## src/rtl/rc4_pkg.sv

```systemverilog
// Shared definitions for the RC4 key-search control slice.
//   state_t            : top-level scheduler states
//   SEL_*              : owner encodings for the shared s RAM port mux
//   CHAR_*             : plaintext character bounds used by the byte checker
//   DEFAULT_MESSAGE_LENGTH : default message size in bytes
package rc4_pkg;

  typedef enum logic [3:0] {
    ST_IDLE,
    ST_INIT_GO,
    ST_INIT_WAIT,
    ST_KSA_GO,
    ST_KSA_WAIT,
    ST_DEC_GO,
    ST_DEC_WAIT,
    ST_CHK_ADDR,
    ST_CHK_DATA,
    ST_NEXT_KEY,
    ST_DONE
  } state_t;

  localparam logic [1:0] SEL_INIT = 2'b00;
  localparam logic [1:0] SEL_KSA  = 2'b01;
  localparam logic [1:0] SEL_DEC  = 2'b10;
  localparam logic [1:0] SEL_NONE = 2'b11;

  localparam logic [7:0] CHAR_A     = 8'h61;
  localparam logic [7:0] CHAR_Z     = 8'h7A;
  localparam logic [7:0] CHAR_SPACE = 8'h20;

  localparam int DEFAULT_MESSAGE_LENGTH = 32;

endpackage

```

## src/rtl/plaintext_byte_check.sv

```systemverilog
// Combinational plaintext test for one decrypted byte.
// A byte is acceptable if it is a lowercase letter 'a'..'z' or a space.
//   data  : byte under test
//   valid : 1 when data is acceptable plaintext
module plaintext_byte_check
  import rc4_pkg::*;
(
  input  logic [7:0] data,
  output logic       valid
);

  assign valid = ((data >= CHAR_A) && (data <= CHAR_Z)) || (data == CHAR_SPACE);

endmodule

```

## src/rtl/rc4_key_search_ctrl.sv

```systemverilog
// Top-level scheduler for the RC4 cracking datapath. For every candidate key
// it runs the S-box init, KSA and decrypt phase FSMs in turn, then scans the
// decrypted RAM for plaintext and either reports the key or moves to the next.
//   clock, reset_n            : rising-edge clock, async active-low reset
//   start                     : begin a search (sampled only in IDLE)
//   init/ksa/dec_start        : one-cycle start pulses to the phase FSMs
//   init/ksa/dec_finish       : one-cycle done pulses from the phase FSMs
//   s_sel                     : s RAM owner select (00 init, 01 KSA, 10 dec, 11 none)
//   key                       : current candidate key
//   dram_addr, dram_q         : decrypted RAM read port (1-cycle read latency)
//   busy, found, fail, timeout: search status
module rc4_key_search_ctrl
  import rc4_pkg::*;
#(
  parameter int                   MESSAGE_LENGTH  = DEFAULT_MESSAGE_LENGTH,
  parameter int                   KEY_WIDTH       = 24,
  parameter logic [KEY_WIDTH-1:0] KEY_FIRST       = '0,
  parameter logic [KEY_WIDTH-1:0] KEY_LAST        = KEY_WIDTH'(24'h3FFFFF),
  parameter int                   WATCHDOG_CYCLES = 8192
) (
  input  logic                 clock,
  input  logic                 reset_n,
  input  logic                 start,
  output logic                 init_start,
  input  logic                 init_finish,
  output logic                 ksa_start,
  input  logic                 ksa_finish,
  output logic                 dec_start,
  input  logic                 dec_finish,
  output logic [1:0]           s_sel,
  output logic [KEY_WIDTH-1:0] key,
  output logic [7:0]           dram_addr,
  input  logic [7:0]           dram_q,
  output logic                 busy,
  output logic                 found,
  output logic                 fail,
  output logic                 timeout
);

  // The counter only has to hold 0..WATCHDOG_CYCLES-1.
  localparam int              WD_W    = (WATCHDOG_CYCLES > 1) ? $clog2(WATCHDOG_CYCLES) : 1;
  localparam logic [WD_W-1:0] WD_LAST = WD_W'(WATCHDOG_CYCLES - 1);
  localparam logic [7:0]      IDX_LAST = 8'(MESSAGE_LENGTH - 1);

  state_t               state, state_nxt;
  logic [KEY_WIDTH-1:0] key_nxt;
  logic [7:0]           idx, idx_nxt;
  logic [WD_W-1:0]      wd_cnt, wd_nxt;
  logic                 found_nxt, fail_nxt, timeout_nxt;
  logic                 byte_ok;

  // Shared phase-wait handling, selected by the WAIT state being served.
  logic                 wait_active, wait_fin;
  state_t               wait_next;
  logic                 wd_expired;

  plaintext_byte_check u_byte_check (
    .data  (dram_q),
    .valid (byte_ok)
  );

  assign dram_addr  = idx;
  assign wd_expired = (WATCHDOG_CYCLES != 0) && (wd_cnt == WD_LAST);

  always_comb begin
    state_nxt   = state;
    key_nxt     = key;
    idx_nxt     = idx;
    wd_nxt      = wd_cnt;
    found_nxt   = found;
    fail_nxt    = fail;
    timeout_nxt = timeout;
    init_start  = 1'b0;
    ksa_start   = 1'b0;
    dec_start   = 1'b0;
    s_sel       = SEL_NONE;
    busy        = 1'b1;
    wait_active = 1'b0;
    wait_fin    = 1'b0;
    wait_next   = ST_DONE;

    case (state)
      ST_IDLE: begin
        busy = 1'b0;
        if (start) begin
          state_nxt   = ST_INIT_GO;
          key_nxt     = KEY_FIRST;
          found_nxt   = 1'b0;
          fail_nxt    = 1'b0;
          timeout_nxt = 1'b0;
        end
      end
      ST_INIT_GO: begin
        init_start = 1'b1;
        s_sel      = SEL_INIT;
        wd_nxt     = '0;
        state_nxt  = ST_INIT_WAIT;
      end
      ST_INIT_WAIT: begin
        s_sel       = SEL_INIT;
        wait_active = 1'b1;
        wait_fin    = init_finish;
        wait_next   = ST_KSA_GO;
      end
      ST_KSA_GO: begin
        ksa_start = 1'b1;
        s_sel     = SEL_KSA;
        wd_nxt    = '0;
        state_nxt = ST_KSA_WAIT;
      end
      ST_KSA_WAIT: begin
        s_sel       = SEL_KSA;
        wait_active = 1'b1;
        wait_fin    = ksa_finish;
        wait_next   = ST_DEC_GO;
      end
      ST_DEC_GO: begin
        dec_start = 1'b1;
        s_sel     = SEL_DEC;
        wd_nxt    = '0;
        state_nxt = ST_DEC_WAIT;
      end
      ST_DEC_WAIT: begin
        s_sel       = SEL_DEC;
        idx_nxt     = '0;
        wait_active = 1'b1;
        wait_fin    = dec_finish;
        wait_next   = ST_CHK_ADDR;
      end
      ST_CHK_ADDR: begin
        state_nxt = ST_CHK_DATA;
      end
      ST_CHK_DATA: begin
        // Early exit on the first non-plaintext byte.
        if (!byte_ok) begin
          state_nxt = ST_NEXT_KEY;
        end else if (idx == IDX_LAST) begin
          found_nxt = 1'b1;
          state_nxt = ST_DONE;
        end else begin
          idx_nxt   = idx + 8'd1;
          state_nxt = ST_CHK_ADDR;
        end
      end
      ST_NEXT_KEY: begin
        if (key == KEY_LAST) begin
          fail_nxt  = 1'b1;
          state_nxt = ST_DONE;
        end else begin
          key_nxt   = key + KEY_WIDTH'(1);
          state_nxt = ST_INIT_GO;
        end
      end
      ST_DONE: begin
        busy      = 1'b0;
        state_nxt = ST_IDLE;
      end
      default: begin
        state_nxt = ST_IDLE;
      end
    endcase

    // Finish pulses from phases other than the one being waited on never
    // reach here, so stray pulses are ignored by construction.
    if (wait_active) begin
      if (wait_fin) begin
        state_nxt = wait_next;
      end else if (wd_expired) begin
        fail_nxt    = 1'b1;
        timeout_nxt = 1'b1;
        state_nxt   = ST_DONE;
      end else begin
        wd_nxt = wd_cnt + WD_W'(1);
      end
    end
  end

  always_ff @(posedge clock or negedge reset_n) begin
    if (!reset_n) begin
      state   <= ST_IDLE;
      key     <= KEY_FIRST;
      idx     <= '0;
      wd_cnt  <= '0;
      found   <= 1'b0;
      fail    <= 1'b0;
      timeout <= 1'b0;
    end else begin
      state   <= state_nxt;
      key     <= key_nxt;
      idx     <= idx_nxt;
      wd_cnt  <= wd_nxt;
      found   <= found_nxt;
      fail    <= fail_nxt;
      timeout <= timeout_nxt;
    end
  end

endmodule

```

## config.mk

```make
export PLATFORM = sky130hd
export DESIGN_NAME = rc4_key_search_ctrl
export DESIGN_NICKNAME = d
export VERILOG_FILES = /design/src/rtl/rc4_pkg.sv /design/src/rtl/plaintext_byte_check.sv /design/src/rtl/rc4_key_search_ctrl.sv
export SDC_FILE = /design/constraint.sdc
export NUM_CORES = 1
export LEC_CHECK = 0
export ABC_CLOCK_PERIOD_IN_PS = 2130
export CORE_UTILIZATION = 40
export CTS_CLUSTER_DIAMETER = 200
export DETAILED_ROUTE_END_ITERATION = 10
export SYNTH_ARGS = -nofsm -noshare
export SYNTH_HDL_FRONTEND = slang
export SYNTH_HIERARCHICAL = 1
export SYNTH_SLANG_ARGS = --single-unit
```

## constraint.sdc

```tcl
create_clock -name clock -period 2.13 [get_ports clock]
set_clock_uncertainty 0.05 [all_clocks]
set_input_delay 0.5325 -clock clock [delete_from_list [all_inputs] [get_ports clock]]
set_output_delay 0.5325 -clock clock [all_outputs]
set_load 0.03 [all_outputs]
```

==> summary.md <==
| Metric | Value |
|---|---|
| Die Span Y | 88.7 µm |
| Worst Tran Pin Value | 492 ps |
| Clk_lat worst skew | 320 ps |
| Pwr Density | 937 nW/µm² |
| Status | completed |
| Layout Cells excl Fill | 552 |
| RSZ-0062 raised after global routing | true |
| Routability cong. | 0.822 |
| Library cells used by synthesis | 55 |
| Root Driver | clkbuf_8 |
| Max stage delay on crit path | 500 ps |
| Arrival time worst endpoint | 1510 ps |
| First DRT Iteration DRCs | 92 |
| GRT Util Overall | 21.6% |
| Drt wl/cell | 14.7 µm |
| Clock sink count | 52 |
| Pin count of the biggest net entering global routing | 53 |
| Clk network pwr share | 14.5% |
| CORE AREA | 7250 µm² |
| Finished Cell Area | 4420 µm² |
| Comb pwr share | 53.1% |
| Max FO, Critical Path | 8 |
| Clk slew on worst S/H paths | 100 ps |
| Buf+Inv Stages, Crit Path | 2 |
| Fmax | 478 MHz |
| Worst setup EP type | output pin |
| Nets | 469 |
| Post-DRT Antenna Nets | 0 |
| Leakage | 1.95 nW |
| Yosys reg bits | 52 |
| DP Cell Count | 527 |
| Syn_area_per_cell | 9.03 µm² |
| DP Area | 4010 µm² |
| Peak VDD IR | 0.501 mV |
| Seq pwr share | 32.4% |
| Hold WC Path Type | in2async |
| First-pass GRT wire length | 13.3 mm |
| Most frequent cell on the critical path | buf_4 |
| Final WS setup | 38.7 ps |
| Num rows | 31 |
| Post-synth net total | 350 |
| Setup CP Type | reg2out |
| Via density | 5.51 |
| First-pass DRT Iterations | 4 |
| Share of cells above drive strength 1 | 26.7% |
| Crit-path slowest cell | dfrtp_2 |
| Switching share of power | 41.4% |
| Area growth syn-to-layout | 46.8% |
| DP Wirelength | 5.68 mm |
| CTS tree | yes |
| Total net switching power | 1.71 mW |
| Clock buffer depth | 2 |
| Max_cap viols | 0 |
| Type of origin of the critical path | flop |
| Area share of the largest cell type after synthesis | 43.3% |
| Leading post-synthesis cells by cell area | dfrtp_1 (43%), nand2_1 (5.0%), nand3_1 (3.8%) |
| Via Count | 3,043 |
| Final wirelength | 8.14 mm |
| Pre-CTS WS | -386 ps |
| Total CTS buffers | 5 |
| Final setup fails | 0 |
| PortBufs | 54 |
| Ys async rst share | 100% |
| # IOs | 55 |
| Cell taking the most area after synthesis | dfrtp_1 |
| Final hold vios | 0 |
| Global route overflow | 0 |
| DIE AREA | 7870 µm² |
| Initial antenna violation count | 0 |
| Diodes inserted | 0 |
| Pins over their slew limit | 0 |
| Chip Width | 88.7 µm |
| Sequential area share after synthesis | 43.3% |
| Internal | 2.43 mW |
| # H-tree levels | 2 |
| CP top delay family | flip-flops |
| Residual DRC | 0 |
| Final period util | 98.2% |
| Post-synth EDFFs | 0 |
| CP required | 1550 ps |
| Syn Inst Count | 333 |
| Synthesis Warnings | 6 |
| Post-synth top flop | dfrtp_1 |
| Crit-path cells | buf_4, nand2b_1, a21o_1, buf_4 |
| Worst rel slew slack | 67.0% |
| Power after layout | 4.14 mW |
| Fin Setup TNS | 0 ps |
| Number of global-route vias before repair | 2,842 |
| Final min period | 2090 ps |
| Starting Density | 41.5% |
| Syn Std Cell Area | 3010 µm² |
-- power by group through the flow --
stage	clock [mW]	combinational, mW	sequential (mW)
final	0.601	2.20	1.34
after detailed placement	0	1.88	1.35
after global routing	0.646	2.37	1.36
after floorplan	0	0.960	1.46
after CTS	0.612	1.91	1.34
after global placement	0	1.84	1.34
-- worst reg2reg max path, stage by stage (launching register included) --
cell       delay [ps]
dfrtp_2           470
buf_4             160
nand4bb_2         290
a31oi_4           250
a211oi_2          100
or4_1             510
a21oi_1           170
-- metal layers --
layer | GRT usage, % | routed length [µm] | vias to the layer above
li1 | - | - | 1489
met1 | 29.3 | 3800 | 1503
met2 | 36.8 | 4010 | 43
met3 | 3.17 | 258 | 8
met4 | 4.69 | 63 | 0
met5 | 0 | 0 | -
-- cells in the final DEF (no fill, tap or decap), types with 2 or more instances in the layout --
cell / Yosys / layout
nand2_1: 40 / 40
or3_4: 0 / 2
and3_2: 1 / 2
ha_1: 3 / 3
dfrtp_2: 0 / 3
nand3_2: 0 / 2
a21o_1: 2 / 2
clkbuf_1: 6 / 2
nor3_1: 9 / 7
nor2_1: 23 / 22
and2_1: 3 / 2
a21oi_1: 21 / 20
and3_1: 6 / 5
clkdlybuf4s50_1: 0 / 39
dfrtp_1: 52 / 49
nand4_1: 9 / 9
buf_4: 0 / 74
nand2b_1: 5 / 4
o21ai_0: 17 / 15
o211ai_1: 6 / 6
nor2b_1: 2 / 2
and4_1: 3 / 2
buf_2: 4 / 2
or4_1: 12 / 12
clkbuf_8: 0 / 6
nor4_1: 4 / 4
xor2_1: 7 / 7
o31ai_1: 15 / 15
xnor2_1: 2 / 2
nand2b_4: 1 / 2
or3_1: 9 / 7
nand3_1: 23 / 21
inv_1: 7 / 7
o21ai_2: 2 / 3
nor3_2: 0 / 2
dlymetal6s2s_1: 0 / 7
mux2i_1: 8 / 7
o21a_1: 2 / 2
-- state kept, by name, summed over array words and instances (netlist names) --
name	flops
dram_addr	8
fail	1
state	4
found	1
wd_cnt	13
key	24
timeout	1
-- what timing repair did --
item                       CTS  global route
pin swaps                    3            13
setup endpoints to repair   17            43
hold buffers                 0             0
gates resized for setup     13            36
buffers inserted             2            14
cloned                       0             1
-- stage by stage --
step                util (%)  hold slack (ps)
floorplan                  -              187
global placement        55.3              412
finish                  60.9              152
global route            60.9              168
CTS                     57.2              166
detailed placement      55.3              421
-- path summary, 6_finish.rpt --
path                                  from           end  slack, ps  depth (start not counted)
worst max-delay path              state[0]      s_sel[0]         40                          4
worst min-delay path               reset_n  dram_addr[1]        150                          2
worst max register to register    state[1]       key[17]         60                          6
worst min register to register  wd_cnt[11]    wd_cnt[11]        440                          1
max in group asynchronous          reset_n      state[1]       1630                          2
min in group clock              wd_cnt[11]    wd_cnt[11]        440                          1
-- synth_stat cells (all sizes together), types with 8 or more instances --
master and number:
nor3 9, mux2i 8, nand4 10, or4 12, dfrtp 52, buf 8, nor2 23, a21oi 22
or3 9, nand2 40, o21ai 19, o31ai 15, nand3 23
-- cells by family after synthesis --
kind of cell	Yosys count	synth area share (%)
adders and majority gates	3	1.25
xor gates and xnor gates	9	2.62
buffers and inverters	21	3.54
and+or+nand+nor	159	28.6
muxes	8	2.66
AOI/OAI and AO/OA	81	18.1
DFF	52	43.3
-- area by class of cell --
class | count | area [µm²]
fillers | 642 | 2840
repair buffers | 125 | 1080
well taps | 99 | 124
clock buffers | 8 | 90.1
inverters | 7 | 26.3
multi-input cells | 261 | 1790
flip-flops and latches | 52 | 1310
Note: power is estimated with default switching activity, not from simulation.
==> variant: new RTL, same settings <==
`KEY_FIRST`: '0 -> 1.
--- a/src/rtl/rc4_key_search_ctrl.sv
+++ b/src/rtl/rc4_key_search_ctrl.sv
@@ -15,5 +15,5 @@
   parameter int                   MESSAGE_LENGTH  = DEFAULT_MESSAGE_LENGTH,
   parameter int                   KEY_WIDTH       = 24,
-  parameter logic [KEY_WIDTH-1:0] KEY_FIRST       = '0,
+  parameter logic [KEY_WIDTH-1:0] KEY_FIRST       = 1,
   parameter logic [KEY_WIDTH-1:0] KEY_LAST        = KEY_WIDTH'(24'h3FFFFF),
   parameter int                   WATCHDOG_CYCLES = 8192
Check against the original RTL: not equivalent (a bounded check fails within 4 cycles, from zero or initial values and one cycle with reset_n low).
==> variant against the original RTL <==
The flow now finishes with violations (setup timing); power rose by 2.4%; worst setup slack got worse by 0.043 ns; area after synthesis rose by 0.25%; combinational power rose by 2%; sequential cell count did not move; critical path depth rose by 3; design area rose by 2.4%; routed wire length rose by 1.7%; critical path type is now primary input to flip-flop; critical endpoint is now wd_cnt[7]$_DFF_PN0_; largest power group unchanged.
==> variant: results (changes against the original RTL) <==
| Metric | Value |
|---|---|
| Total of endpoints with negative setup slack in the final report | `1 (+1)` |
| Number of nets in the final layout | `476 (+1.5%)` |
| Number of distinct library cell variants in the gate-level netlist after synthesis | `52 (-5.5%)` |
| Peak supply drop | `0.000628 V (+25%)` |
| Launching point of the worst reg2reg path | `key[0]$_DFFE_PN1P_` |
| End of the worst register-to-register path | `key[14]$_DFFE_PN0P_` |
| DRT Wirelength | `8.27 mm (+1.7%)` |
| Worst r2r path cells | `6 (unchanged)` |
| Final antenna diode count | `0 (unchanged)` |
| Worst-skew pair later-pin latency | `0.32 ns (about the same)` |
| XOR/XNOR share of the synthesized area | `2.61% (-0.0065 points)` |
| Syn nets | `354 (+1.1%)` |
| Compound-cell area share of the yosys netlist | `16.9% (-1.1 points)` |
| Iteration count of the initial detailed-routing pass | `6 (+2)` |
| Most common library cells after synthesis | `51 x dfrtp_1, 43 x nand2_1, 24 x a21oi_1` |
| Static leakage power | `1.97 nW (+1.3%)` |
| Violated checks | `setup timing` |
| Final hold violations | `0 (unchanged)` |
| Fraction of the mapped netlist area in adder cells | `1.24% (-0.0031 points)` |
| Post-synthesis mux area share | `3.65% (+0.99 points)` |
| Total number of vias | `3074 (+1.0%)` |
| CP max stage cell | `or4b_4` |
| Wire length of the first global-routing pass | `12.7 mm (-5.1%)` |
| Highest fanout seen on the critical path | `2 (-6)` |
| Input/output buffers | `54 (unchanged)` |
| Post-route worst hold slack | `0.151 ns (-0.000801 ns)` |
| Initial antenna violation count | `0 (unchanged)` |
| Largest stage delay on the critical path | `0.50 ns (about the same)` |
| Number of CTS-inserted buffers | `5 (unchanged)` |
| H-tree level count | `2 (unchanged)` |
| Largest net degree at the start of global routing | `53 (unchanged)` |
| Half-perimeter wire length of the detailed placement result | `5.83 mm (+2.6%)` |
| Share of post-route cells with drive strength above 1 | `27.8% (+1.1 points)` |
| Max FFs per register | `24 (unchanged)` |
| Post-synthesis sequential area ratio | `43.2% (-0.066 points)` |
| Largest buffer count on any clock path | `2 (unchanged)` |
| Cell types with the largest area share after synthesis | `dfrtp_1 42%, nand2_1 5.4%, a21oi_1 4.0%` |
| Violation count after the first detailed-route iteration | `117 (+27%)` |
| Fraction of registers with async set/reset | `100% (unchanged)` |
| Overall fraction of global-route tracks in use | `20.7% (-0.98 points)` |
| Headroom to the max-slew limit | `57.5% (-9.5 points)` |
| Run status | `finished, violations left` |
| Placed instance area | `4090 µm² (+1.9%)` |
| Most flops, register | `key` |
| Data arrival at the endpoint of the critical path | `2.33 ns (+0.82 ns)` |
| Register-to-register setup slack | `0.04 ns (-0.02 ns)` |
| Placer congestion estimate | `0.846 (+2.9%)` |
| Via count of the first global-routing pass | `2667 (-6.2%)` |
| Worst-path clk slew | `0.10 ns (about the same)` |
| YS warnings | `6 (unchanged)` |
| Timing startpoint of the critical path | `ksa_finish` |
| Classification of the worst-slack hold path | `primary input to async pin` |
| Worst Slack Setup Final | `-0.00387 ns (-0.0426 ns)` |
| Cell at the root of the clock tree | `clkbuf_8` |
==> variant: what timing repair did <==
item,CTS,global route
resized for setup,18,45
pin swaps,6,13
gates cloned,0,2
setup endpoints to repair,16,30
setup buffers,3,11
==> variant: cells by family after synthesis <==
kind of cell             count (synthesis)
AO/OA/AOI/OAI                           78
XOR/XNOR                                 9
adder cells (fa/ha/maj)                  3
buffers and inverters                   20
flip-flops                              52
multiplexers                            11
AND/OR/NAND/NOR                        164
==> variant: worst max-delay path: cells and delay by family <==
kind / cells / cell delay (ns)
AOI/OAI and AO/OA: 2 / 0.25
muxes: 1 / 0.24
buffers and inverters: 2 / 0.58
and+or+nand+nor: 2 / 0.72
==> variant: area by class of cell <==
cell class / count / area, µm²
clock buffer: 6 / 72.6
sequential: 52 / 1310
fill: 638 / 2730
timing repair buffer: 130 / 1150
clock inverter: 2 / 35.0
tap: 99 / 124
multi-input combinational: 265 / 1810
inverter: 5 / 18.8
==> variant: where the power goes <==
group          internal (mW)  total, mW  switching [mW]
Clock                  0.349      0.680           0.331
Sequential              1.14       1.31           0.175
Combinational           1.03       2.25            1.21
Total                   2.52       4.24            1.72
==> variant: worst max path at each step <==
stage                                     to
floorplan                key[10]$_DFFE_PN0P_
global placement    dram_addr[5]$_DFFE_PN0P_
CTS                                     busy
global route             wd_cnt[7]$_DFF_PN0_
detailed placement  dram_addr[5]$_DFFE_PN0P_
finish                   wd_cnt[7]$_DFF_PN0_
==> variant: metrics by stage <==
stage / total power [mW] / utilization (%) / setup TNS, ns / setup slack [ns] / instances
CTS: 3.98 / 58.5 / 0 / 0.00971 / 547
global route: 4.49 / 62.3 / -0.148 / -0.0372 / 559
global placement: 3.27 / 56.4 / -7.63 / -0.366 / 536
finish: 4.24 / 62.3 / -0.00387 / -0.00387 / 559
floorplan: 2.40 / - / 0 / 0.00122 / 337
detailed placement: 3.28 / 56.4 / -8.54 / -0.411 / 536
==> variant: routing by layer <==
metal / global-route usage, % / up-vias / routed length [µm]
li1: - / 1515 / -
met1: 27.7 / 1502 / 3770
met2: 34.9 / 50 / 4150
met3: 3.08 / 7 / 255
met4: 5.57 / 0 / 93
met5: 0 / - / 0
